`src/rtl/counter_pkg.sv`:
```
// Shared constants for the loadable down counter and its decrementer datapath.
package counter_pkg;
  localparam int CNT_WIDTH = 4;
  localparam int CNT_MAX   = (1 << CNT_WIDTH) - 1;
  localparam int CNT_ZERO  = 0;
endpackage

```
`src/rtl/and_gate.sv`:
```
// Two-input AND primitive for the gate-level arithmetic chains.
module and_gate (
  input  logic a,
  input  logic b,
  output logic y
);
  assign y = a & b;
endmodule

```
`src/rtl/decrementer_4bit.sv`:
```
// Ripple half-subtractor chain with a fixed borrow-in of 1: s = a - 1.
// b[i] is the borrow out of bit i, i.e. high iff a[i:0] is all zeros.
module decrementer_4bit
  import counter_pkg::*;
#(
  parameter int WIDTH = CNT_WIDTH
) (
  input  logic [WIDTH-1:0] a,
  output logic [WIDTH-1:0] s,
  output logic [WIDTH-1:0] b
);
  logic [WIDTH-1:0] a_n;

  genvar i;
  generate
    for (i = 0; i < WIDTH; i++) begin : g_bit
      inv_gate u_inv (.a(a[i]), .y(a_n[i]));
      if (i == 0) begin : g_lsb
        // Borrow-in is 1, so both difference and borrow reduce to ~a[0].
        assign s[0] = a_n[0];
        assign b[0] = a_n[0];
      end else begin : g_upper
        xor_gate u_xor (.a(a[i]),   .b(b[i-1]), .y(s[i]));
        and_gate u_and (.a(a_n[i]), .b(b[i-1]), .y(b[i]));
      end
    end
  endgenerate
endmodule

```
`src/rtl/inv_gate.sv`:
```
// Single-bit inverter primitive for the gate-level arithmetic chains.
module inv_gate (
  input  logic a,
  output logic y
);
  assign y = ~a;
endmodule

```
`src/rtl/xor_gate.sv`:
```
// Two-input XOR primitive for the gate-level arithmetic chains.
module xor_gate (
  input  logic a,
  input  logic b,
  output logic y
);
  assign y = a ^ b;
endmodule

```
`src/rtl/down_counter_4bit.sv`:
```
// Loadable down counter with borrow cascade and registered underflow pulse.
// Define DOWN_COUNTER_SATURATE_EN to hold at zero instead of wrapping (bout tied low).
module down_counter_4bit
  import counter_pkg::*;
#(
  parameter int               WIDTH   = CNT_WIDTH,
  parameter logic [WIDTH-1:0] RST_VAL = '0
) (
  input  logic             clk,
  input  logic             rst_n,
  input  logic             en,
  input  logic             ld,
  input  logic [WIDTH-1:0] d,
  output logic [WIDTH-1:0] q,
  output logic [WIDTH-1:0] b,
  output logic             bout,
  output logic             zero,
  output logic             uf
);
  logic [WIDTH-1:0] q_q, q_d;
  logic             uf_q, uf_d;
  logic [WIDTH-1:0] dec_s;
  logic [WIDTH-1:0] dec_b;

  decrementer_4bit #(.WIDTH(WIDTH)) u_dec (
    .a (q_q),
    .s (dec_s),
    .b (dec_b)
  );

  // Borrow out of the top bit is exactly "q is zero", so it doubles as the underflow condition.
  always_comb begin
    q_d  = q_q;
    uf_d = 1'b0;
    if (ld) begin
      q_d = d;
    end else if (en) begin
      uf_d = dec_b[WIDTH-1];
`ifdef DOWN_COUNTER_SATURATE_EN
      q_d  = dec_b[WIDTH-1] ? q_q : dec_s;
`else
      q_d  = dec_s;
`endif
    end
  end

  always_ff @(posedge clk) begin
    if (!rst_n) begin
      q_q  <= RST_VAL;
      uf_q <= 1'b0;
    end else begin
      q_q  <= q_d;
      uf_q <= uf_d;
    end
  end

  assign q    = q_q;
  assign uf   = uf_q;
  assign b    = dec_b;
  assign zero = (q_q == WIDTH'(CNT_ZERO));
`ifdef DOWN_COUNTER_SATURATE_EN
  assign bout = 1'b0;
`else
  assign bout = en & dec_b[WIDTH-1];
`endif
endmodule
```
`config.mk`:
```
export PLATFORM = sky130hd
export DESIGN_NAME = down_counter_4bit
export DESIGN_NICKNAME = d
export VERILOG_FILES = /design/src/rtl/counter_pkg.sv /design/src/rtl/and_gate.sv /design/src/rtl/decrementer_4bit.sv /design/src/rtl/inv_gate.sv /design/src/rtl/xor_gate.sv /design/src/rtl/down_counter_4bit.sv
export SDC_FILE = /design/constraint.sdc
export NUM_CORES = 1
export LEC_CHECK = 0
export ABC_AREA = 1
export ABC_CLOCK_PERIOD_IN_PS = 2630
export BUFFER_PORTS_ARGS = -buffer_cell sky130_fd_sc_hd__buf_2
export CAP_MARGIN = 20
export CORE_AREA = 2 2 39 41
export CTS_BUF_LIST = sky130_fd_sc_hd__clkbuf_16
export CTS_CLUSTER_DIAMETER = 40
export DETAILED_ROUTE_END_ITERATION = 7
export DIE_AREA = 0 0 41 43
export GPL_TIMING_DRIVEN = 0
export SLEW_MARGIN = 20
export SYNTH_ARGS = -nofsm -noshare
export SYNTH_HDL_FRONTEND = slang
export SYNTH_SLANG_ARGS = --single-unit
```
`constraint.sdc`:
```
create_clock -name clk -period 2.63 [get_ports clk]
set_input_delay 0 -clock clk [delete_from_list [all_inputs] [get_ports clk]]
set_output_delay 0 -clock clk [all_outputs]
set_load 0.02 [all_outputs]
```
======== After elaboration in Yosys (flattened, before gate mapping) ========
Cells that the tools add are included.
storage, ports and cells
  bits in registers ....................... 5
  input bits .............................. 8
  output and inout port bits .............. 11
  logic and storage cells ................. 20
operators by class
  multiplexer cells ....................... 2
  bitwise gates (word level) .............. 13
  reduce and logical (&&, ||, !) cells .... 3
operator list
  cell                count
  4-bit 2-to-1 mux    2
  1-bit NOT           6
  1-bit bitwise AND   4
  4-bit zero test     1
  3-bit OR reduction  1
  1-bit XOR           3
  2-bit nonzero test  1

======== Longest topological paths before layout ========
Gate-level depths: netlist of run 1.
  depth in word-level cells ............... 6
  gate-level depth with buffers ........... 8
  mapped depth without buffers ............ 8

======== Cells and area by module ========
A second synthesis of run 1 with hierarchy kept.
second synthesis, totals
  cell total of the unflattened synthesis .. 63
  area total of the unflattened synthesis .. 337.8 um^2
modules (own cells, without submodules)
  module             times used  cells each  area each (um^2)  seq. area each (um^2)
  down_counter_4bit  1           36          229.0             100.1
  xor_gate           3           5           18.8              0.0
  and_gate           3           2           7.5               0.0
  decrementer_4bit   1           2           15.0              0.0
  inv_gate           4           1           3.8               0.0

======== Worst setup path after synthesis of run 1 ========
No wires, ideal clock.
  path kind ............................... flip-flop to flip-flop
  from .................................... register q_q[0], in the netlist q[0]
  to ...................................... register q_q[3], in the netlist q[3]
  arrival ................................. 1.310 ns
  required time ........................... 2.574 ns
  setup slack ............................. 1.264 ns
  cell stages (with the launch flop) ...... 9
  cells stage by stage .................... dfxtp_1 inv_1 ha_1 ha_1 ha_1 nand3b_1 nand3_1 nand2_1 inv_1
on the way
  cells in the longest elaborated chain, start to end .. 6
ends and longest elaborated chain
  what                                RTL line                 source
  from (decl)                         down_counter_4bit.sv:20  logic [WIDTH-1:0] q_q, q_d;
  from (signal assigned)              down_counter_4bit.sv:52  q_q <= q_d;
  1-bit NOT                           inv_gate.sv:6            assign y = ~a;
  via u_dec.g_bit[0].u_inv.y          inv_gate.sv:4            output logic y
  1-bit bitwise AND                   and_gate.sv:7            assign y = a & b;
  via u_dec.g_bit[1].g_upper.u_and.y  and_gate.sv:5            output logic y
  1-bit bitwise AND                   and_gate.sv:7
  via u_dec.g_bit[2].g_upper.u_and.y  and_gate.sv:5
  1-bit XOR                           xor_gate.sv:7            assign y = a ^ b;
  4-bit 2-to-1 mux                    down_counter_4bit.sv:37  end else if (en) begin
  4-bit 2-to-1 mux                    down_counter_4bit.sv:35  if (ld) begin
The timed path passes the listed nets, and every way through them passes these cells. The select of a mux whose other input is x is not followed.
A chain may end at the register's enable or synchronous reset.

======== Worst setup path in the final report of run 1 ========
  from .................................... register q_q[0], in the netlist q[0]
  to ...................................... output b[3]
on the way
  cells in the longest elaborated chain, start to end .. 4
ends and longest elaborated chain
  what                                RTL line                 source
  1-bit NOT                           inv_gate.sv:6
  via u_dec.g_bit[0].u_inv.y          inv_gate.sv:4
  1-bit bitwise AND                   and_gate.sv:7
  via u_dec.g_bit[1].g_upper.u_and.y  and_gate.sv:5
  1-bit bitwise AND                   and_gate.sv:7
  via u_dec.g_bit[2].g_upper.u_and.y  and_gate.sv:5
  1-bit bitwise AND                   and_gate.sv:7
  to (decl)                           down_counter_4bit.sv:15  output logic [WIDTH-1:0] b,
The timed path passes the listed nets, and every way through them passes these cells.

==> summary.md, run 1 <==
| Metric | Value |
|---|---|
| Final Wtd Congestion | 0.739 |
| N_diodes | 0 |
| Period utilisation layout | 59.2% |
| Final Hold Fails | 0 |
| Die Ht | 43 um |
| Post-layout power | 0.429 mW |
| TritonCTS Buffers | 3 |
| Pre-antenna DRT Iters | 4 |
| Clk_skew | 1.28 ps |
| Slew HR | 82.3% |
| Type of the tightest min-delay check | primary input to flop |
| DIE AREA | 1760 um2 |
| Total global routing overflow | 0 |
| Post-cts sizing count | 0 |
| Number of distinct library cells after synthesis | 8 |
| DP HPWL | 573 um |
| Total track usage | 11.1% |
| CP endpoint | b[3] |
| Crit path from | q[0] |
| Largest stage delay on the critical path | 340 ps |
| CP Max Fanout | 3 |
| Hold path depth | 3 |
| Clk pin slew, worst setup/hold paths | 30 ps |
| Layout cells sized above 1 | 39.2% |
| Number of global-route vias before repair | 255 |
| Slowest stage cell, crit path | dfxtp_1 |
| H-tree depth | 1 |
| Root Buffer | clkbuf_16 |
| DIE WIDTH | 41 um |
| Pwr/cell area | 795 nW/um2 |
| CP Class | flop to output pin |
| Peak supply drop | 423 uV |
| Top-area cell type share of the netlist area | 28.6% |
| Starting Density | 25.3% |
| Avg Inst Size Synth | 6.74 um2 |
| Port Buffers | 18 |
| Reg2reg start | q[0] |
| Worst setup EP type | output pin |
| Final setup viols | 0 |
| Vias | 355 |
| MaxCap Viol Count | 0 |
| Layout area overhead | 53.9% |
| FF-to-FF End | q[3] |
| Ranking of synthesized cells by area | dfxtp_1 29%, buf_4 17%, nand2_1 16% |
| Drt drc | 0 |
| Post-CTS Hold Fix Bufs | 0 |
| Crit-path most repeated cell | ha_1 |
| Dpl cells | 86 |
| Post-CTS Setup Bufs | 0 |
| Post-route ant nets | 0 |
| Cells after Synth | 52 |
| Startpoint Class | flop |
| Final Non-Filler Cells | 90 |
| Yosys reg bits | 5 |
| Synthesized area | 350 um2 |
| 1st-iter DRT viols | 1 |
| Worst-margin pin slew | 265 ps |
| Sequential cell area fraction in the yosys report | 28.6% |
| Synth area leader | dfxtp_1 |
| Pleak | 0.331 nW |
| Min cycle time layout | 1560 ps |
| Reg2reg setup slack | 1150 ps |
| Status | finished clean |
| Reg2reg path depth | 8 |
| Initial antenna violation count | 0 |
| Final net count | 86 |
| Clock sink total | 5 |
| Most common cell after layout, fill and taps aside | buf_2 |
| Core area | 1380 um2 |
| DR WL/cell | 8.47 um |
| Total I/O pin count | 19 |
| First-pass GRT wire length | 1140 um |
| RSZ-0062 raised after global routing | no |
| Max frequency | 642 MHz |
| Vias per cell | 3.94 |
| Max Transition Viols Final | 0 |
| TritonCTS clock tree | built |
| Critical Path RT | 2630 ps |
| Crit path cell chain | inv_1 > ha_1 > ha_1 > ha_1 > buf_4 > buf_2 |
| Worst-Skew Late Latency | 230 ps |
| Setup_tns | 0 ps |
| Synth warn | 0 |
| Row Count | 14 |
| Syn nets | 63 |
| Largest net degree at the start of global routing | 7 |
| DRT Wirelength | 762 um |
| Clk buf depth | 2 |
| Highest-count cells in the layout ignoring fill and taps | 18 x buf_2, 15 x nand2_1, 11 x inv_1 |
| Critical Path AT | 1560 ps |
==> registers in the layout, summed over array words and instances (netlist names) <==
| register | count |
|---|---|
| q | 4 |
| uf | 1 |
==> routing by layer <==
metal,vias to the layer above,part of all wire [%],track usage (%)
li1,193,-,-
met1,137,42,12.5
met2,20,37,11.3
met3,5,15,7.85
met4,0,5.5,14.0
met5,-,0,0
==> cells in the mapped netlist <==
cell and number:
buf_4 8, dfxtp_1 5, ha_1 3, inv_1 10, nand2_1 15, nand3_1 5, nand3b_1 3, nor2_1 3
==> metrics by stage <==
step                hold WS (ps)  setup slack [ps]  utilization, %  cell area, um2
floorplan                   97.6              1260               -             350
global placement             256              1180            33.3             460
detailed placement           258              1140            33.3             460
CTS                         19.5              1050            39.0             539
global route                40.9               950            39.0             539
finish                      24.0              1070            39.0             539
==> worst max-delay path, delay by kind of cell (launching register included) <==
family,cells,cell delay (ps)
flip-flops,1,340
adder cells (fa/ha/maj),3,640
buffers and inverters,3,360
==> cells by family after synthesis <==
logic type    synth area share [%]
flops                         28.6
simple gates                  32.9
buf+inv                       27.9
fa+ha+maj                     10.7
==> cell type report <==
| class | count | area (um2) |
|---|---|---|
| inverters | 10 | 37.5 |
| well taps | 16 | 20.0 |
| plain buffers | 8 | 60.1 |
| multi-input cells | 29 | 153 |
| clock buffers | 3 | 75.1 |
| clock inverters | 1 | 3.75 |
| repair buffers | 18 | 90.1 |
| flip-flops and latches | 5 | 100 |
| fillers | 144 | 845 |
==> worst min path at each step <==
| stage | end | start |
|---|---|---|
| 6_report | q[1] | rst_n |
| 5_1_grt | q[1] | rst_n |
| 4_1_cts | q[2] | rst_n |
| 3_5_place_dp | q[1] | rst_n |
| 3_3_place_gp | q[2] | rst_n |
| 2_1_floorplan | q[0] | rst_n |
==> report_power, final <==
group	leakage, nW	internal (mW)	switching (mW)
sequential	0.0413	0.0818	0.00400
combinational	0.248	0.0434	0.0502
clock	0.0423	0.197	0.0521
No activity file was read; power rests on OpenSTA's default activity.
==> inputs of run 2 (changes only) <==
--- a/config.mk
+++ b/config.mk
@@ -6,7 +6,7 @@
 export NUM_CORES = 1
 export LEC_CHECK = 0
 export ABC_AREA = 1
-export ABC_CLOCK_PERIOD_IN_PS = 2630
+export ABC_CLOCK_PERIOD_IN_PS = 1600
 export BUFFER_PORTS_ARGS = -buffer_cell sky130_fd_sc_hd__buf_2
 export CAP_MARGIN = 20
 export CORE_AREA = 2 2 39 41
==> constraint.sdc (replaced) <==
create_clock -name clk -period 1.6 [get_ports clk]
set_input_delay 0 -clock clk [delete_from_list [all_inputs] [get_ports clk]]
set_output_delay 0 -clock clk [all_outputs]
set_load 0.02 [all_outputs]
==> summary.md, run 2 (same netlist as run 1, synthesis figures left out) <==
| Metric | Value |
|---|---|
| Post-CTS Hold Fix Bufs | 0 |
| Total track usage | 11.1% |
| DIE AREA | 1760 um2 |
| Period utilisation layout | 91.7% |
| Worst path depth | 7 |
| Layout fillers | 147 |
| CP endpoint | bout |
| MaxCap Viol Count | 0 |
| Gr busiest metal | met4 |
| Critical Path AT | 1470 ps |
| DRT Wirelength | 775 um |
| Layout area overhead | 55.7% |
| Largest stage delay on the critical path | 310 ps |
| Worst-margin pin slew | 272 ps |
| TritonCTS clock tree | built |
| H-tree depth | 1 |
| Initial antenna violation count | 0 |
| DR WL/cell | 8.61 um |
| Slowest stage cell, crit path | dfxtp_2 |
| RSZ-0062 raised after global routing | no |
| Worst path bufs/invs | 3 |
| Reg2reg path depth | 8 |
| Met2 usage | 11.3% |
| Row Count | 14 |
| Total global routing overflow | 0 |
| FF-to-FF End | q[3] |
| TritonCTS Buffers | 3 |
| Final setup viols | 0 |
| Highest-count cells in the layout ignoring fill and taps | 18 x buf_2, 15 x nand2_1, 11 x inv_1 |
| Startpoint Class | flop |
| Reg2reg start | q[0] |
| Port Buffers | 18 |
| Pleak | 0.329 nW |
| Grt met1 use | 12.5% |
| Clk buf depth | 2 |
| Largest net degree at the start of global routing | 7 |
| Post-route ant nets | 0 |
| Clk_skew | 1.28 ps |
| First-pass GRT wire length | 1140 um |
| Worst setup EP type | output pin |
| Slew HR | 81.8% |
| Layout cells sized above 1 | 43.2% |
| Final core occ | 39.4% |
| Starting Density | 25.3% |
| N_diodes | 0 |
| Critical Path RT | 1600 ps |
| Min cycle time layout | 1470 ps |
| 1st-iter DRT viols | 3 |
| Crit path from | q[0] |
| Crit path cell chain | inv_1 > ha_2 > ha_2 > ha_1 > nand2_1 > inv_1 > buf_2 |
| Worst-Skew Late Latency | 230 ps |
| Design area | 546 um2 |
| Pre-antenna DRT Iters | 4 |
| Area after DPL | 460 um2 |
| Number of global-route vias before repair | 255 |
| Total I/O pin count | 19 |
| CP Class | flop to output pin |
| Core area | 1380 um2 |
| Max frequency | 682 MHz |
| Type of the tightest min-delay check | primary input to flop |
| Drt drc | 0 |
| Die Ht | 43 um |
| DIE WIDTH | 41 um |
| Peak supply drop | 696 uV |
| Pwr/cell area | 1300 nW/um2 |
| M3 GR Usage | 7.85% |
| Clock sink total | 5 |
| Status | finished clean |
| Vias | 354 |
| Vias per cell | 3.93 |
| CP Max Fanout | 3 |
| Max reg flops | 4 |
| Post-layout power | 0.707 mW |
| Root Buffer | clkbuf_16 |
| DP HPWL | 573 um |
| Most common cell after layout, fill and taps aside | buf_2 |
| Final Wtd Congestion | 0.739 |
| Setup_tns | 0 ps |
| Clk pin slew, worst setup/hold paths | 30 ps |
| Crit-path leading delay family | adder cells |
| Min-delay src | rst_n |
| Final Hold Fails | 0 |
| Max Transition Viols Final | 0 |
| Final net count | 86 |
| Reg2reg setup slack | 210 ps |
## run 2: routing by layer
layer | share of wire [%] | up-vias | wire, um
met5 | 0 | - | 0
met4 | 5.4 | 0 | 42
met1 | 41 | 137 | 321
met3 | 15 | 5 | 115
met2 | 38 | 20 | 295
li1 | - | 192 | -
## run 2: timing repair
item | CTS | global route
buffers inserted | 0 | 0
gates resized for setup | 0 | 3
endpoints found under the setup margin | 0 | 3
## run 2: worst min-delay path by stage
stage	endpoint	slack (ps)	depth (start not counted)
floorplan	q[0]	100	2
global placement	q[2]	260	3
detailed placement	q[1]	260	3
CTS	q[2]	20	3
global route	q[1]	40	3
finish	q[1]	20	3
## run 2: worst min-delay path, delay by kind of cell
| family | cells | cell delay, ps |
|---|---|---|
| buffers and inverters | 2 | 170 |
| AND/OR/NAND/NOR | 1 | 60 |
## run 2: layout make-up
cell class	count	area [um2]	area share, %
inverters	10	37.5	6.88
clock inverters	1	3.75	0.688
flip-flops and latches	5	101	18.6
multi-input cells	29	158	28.9
plain buffers	8	60.1	11.0
well taps	16	20.0	3.67
repair buffers	18	90.1	16.5
clock buffers	3	75.1	13.8
## run 2: report_power, final
part           switching (mW)  internal (mW)  leakage, nW
sequential            0.00683          0.135       0.0416
combinational          0.0833         0.0728        0.245
clock                  0.0856          0.324       0.0423
## run 2: per-stage QoR
step	std cells	setup WS, ps	hold WS, ps
2_1_floorplan	52	234	97.6
4_1_cts	90	18.8	19.5
5_1_grt	90	7.24	40.9
6_report	90	134	23.7
3_3_place_gp	86	150	256
3_5_place_dp	86	114	258
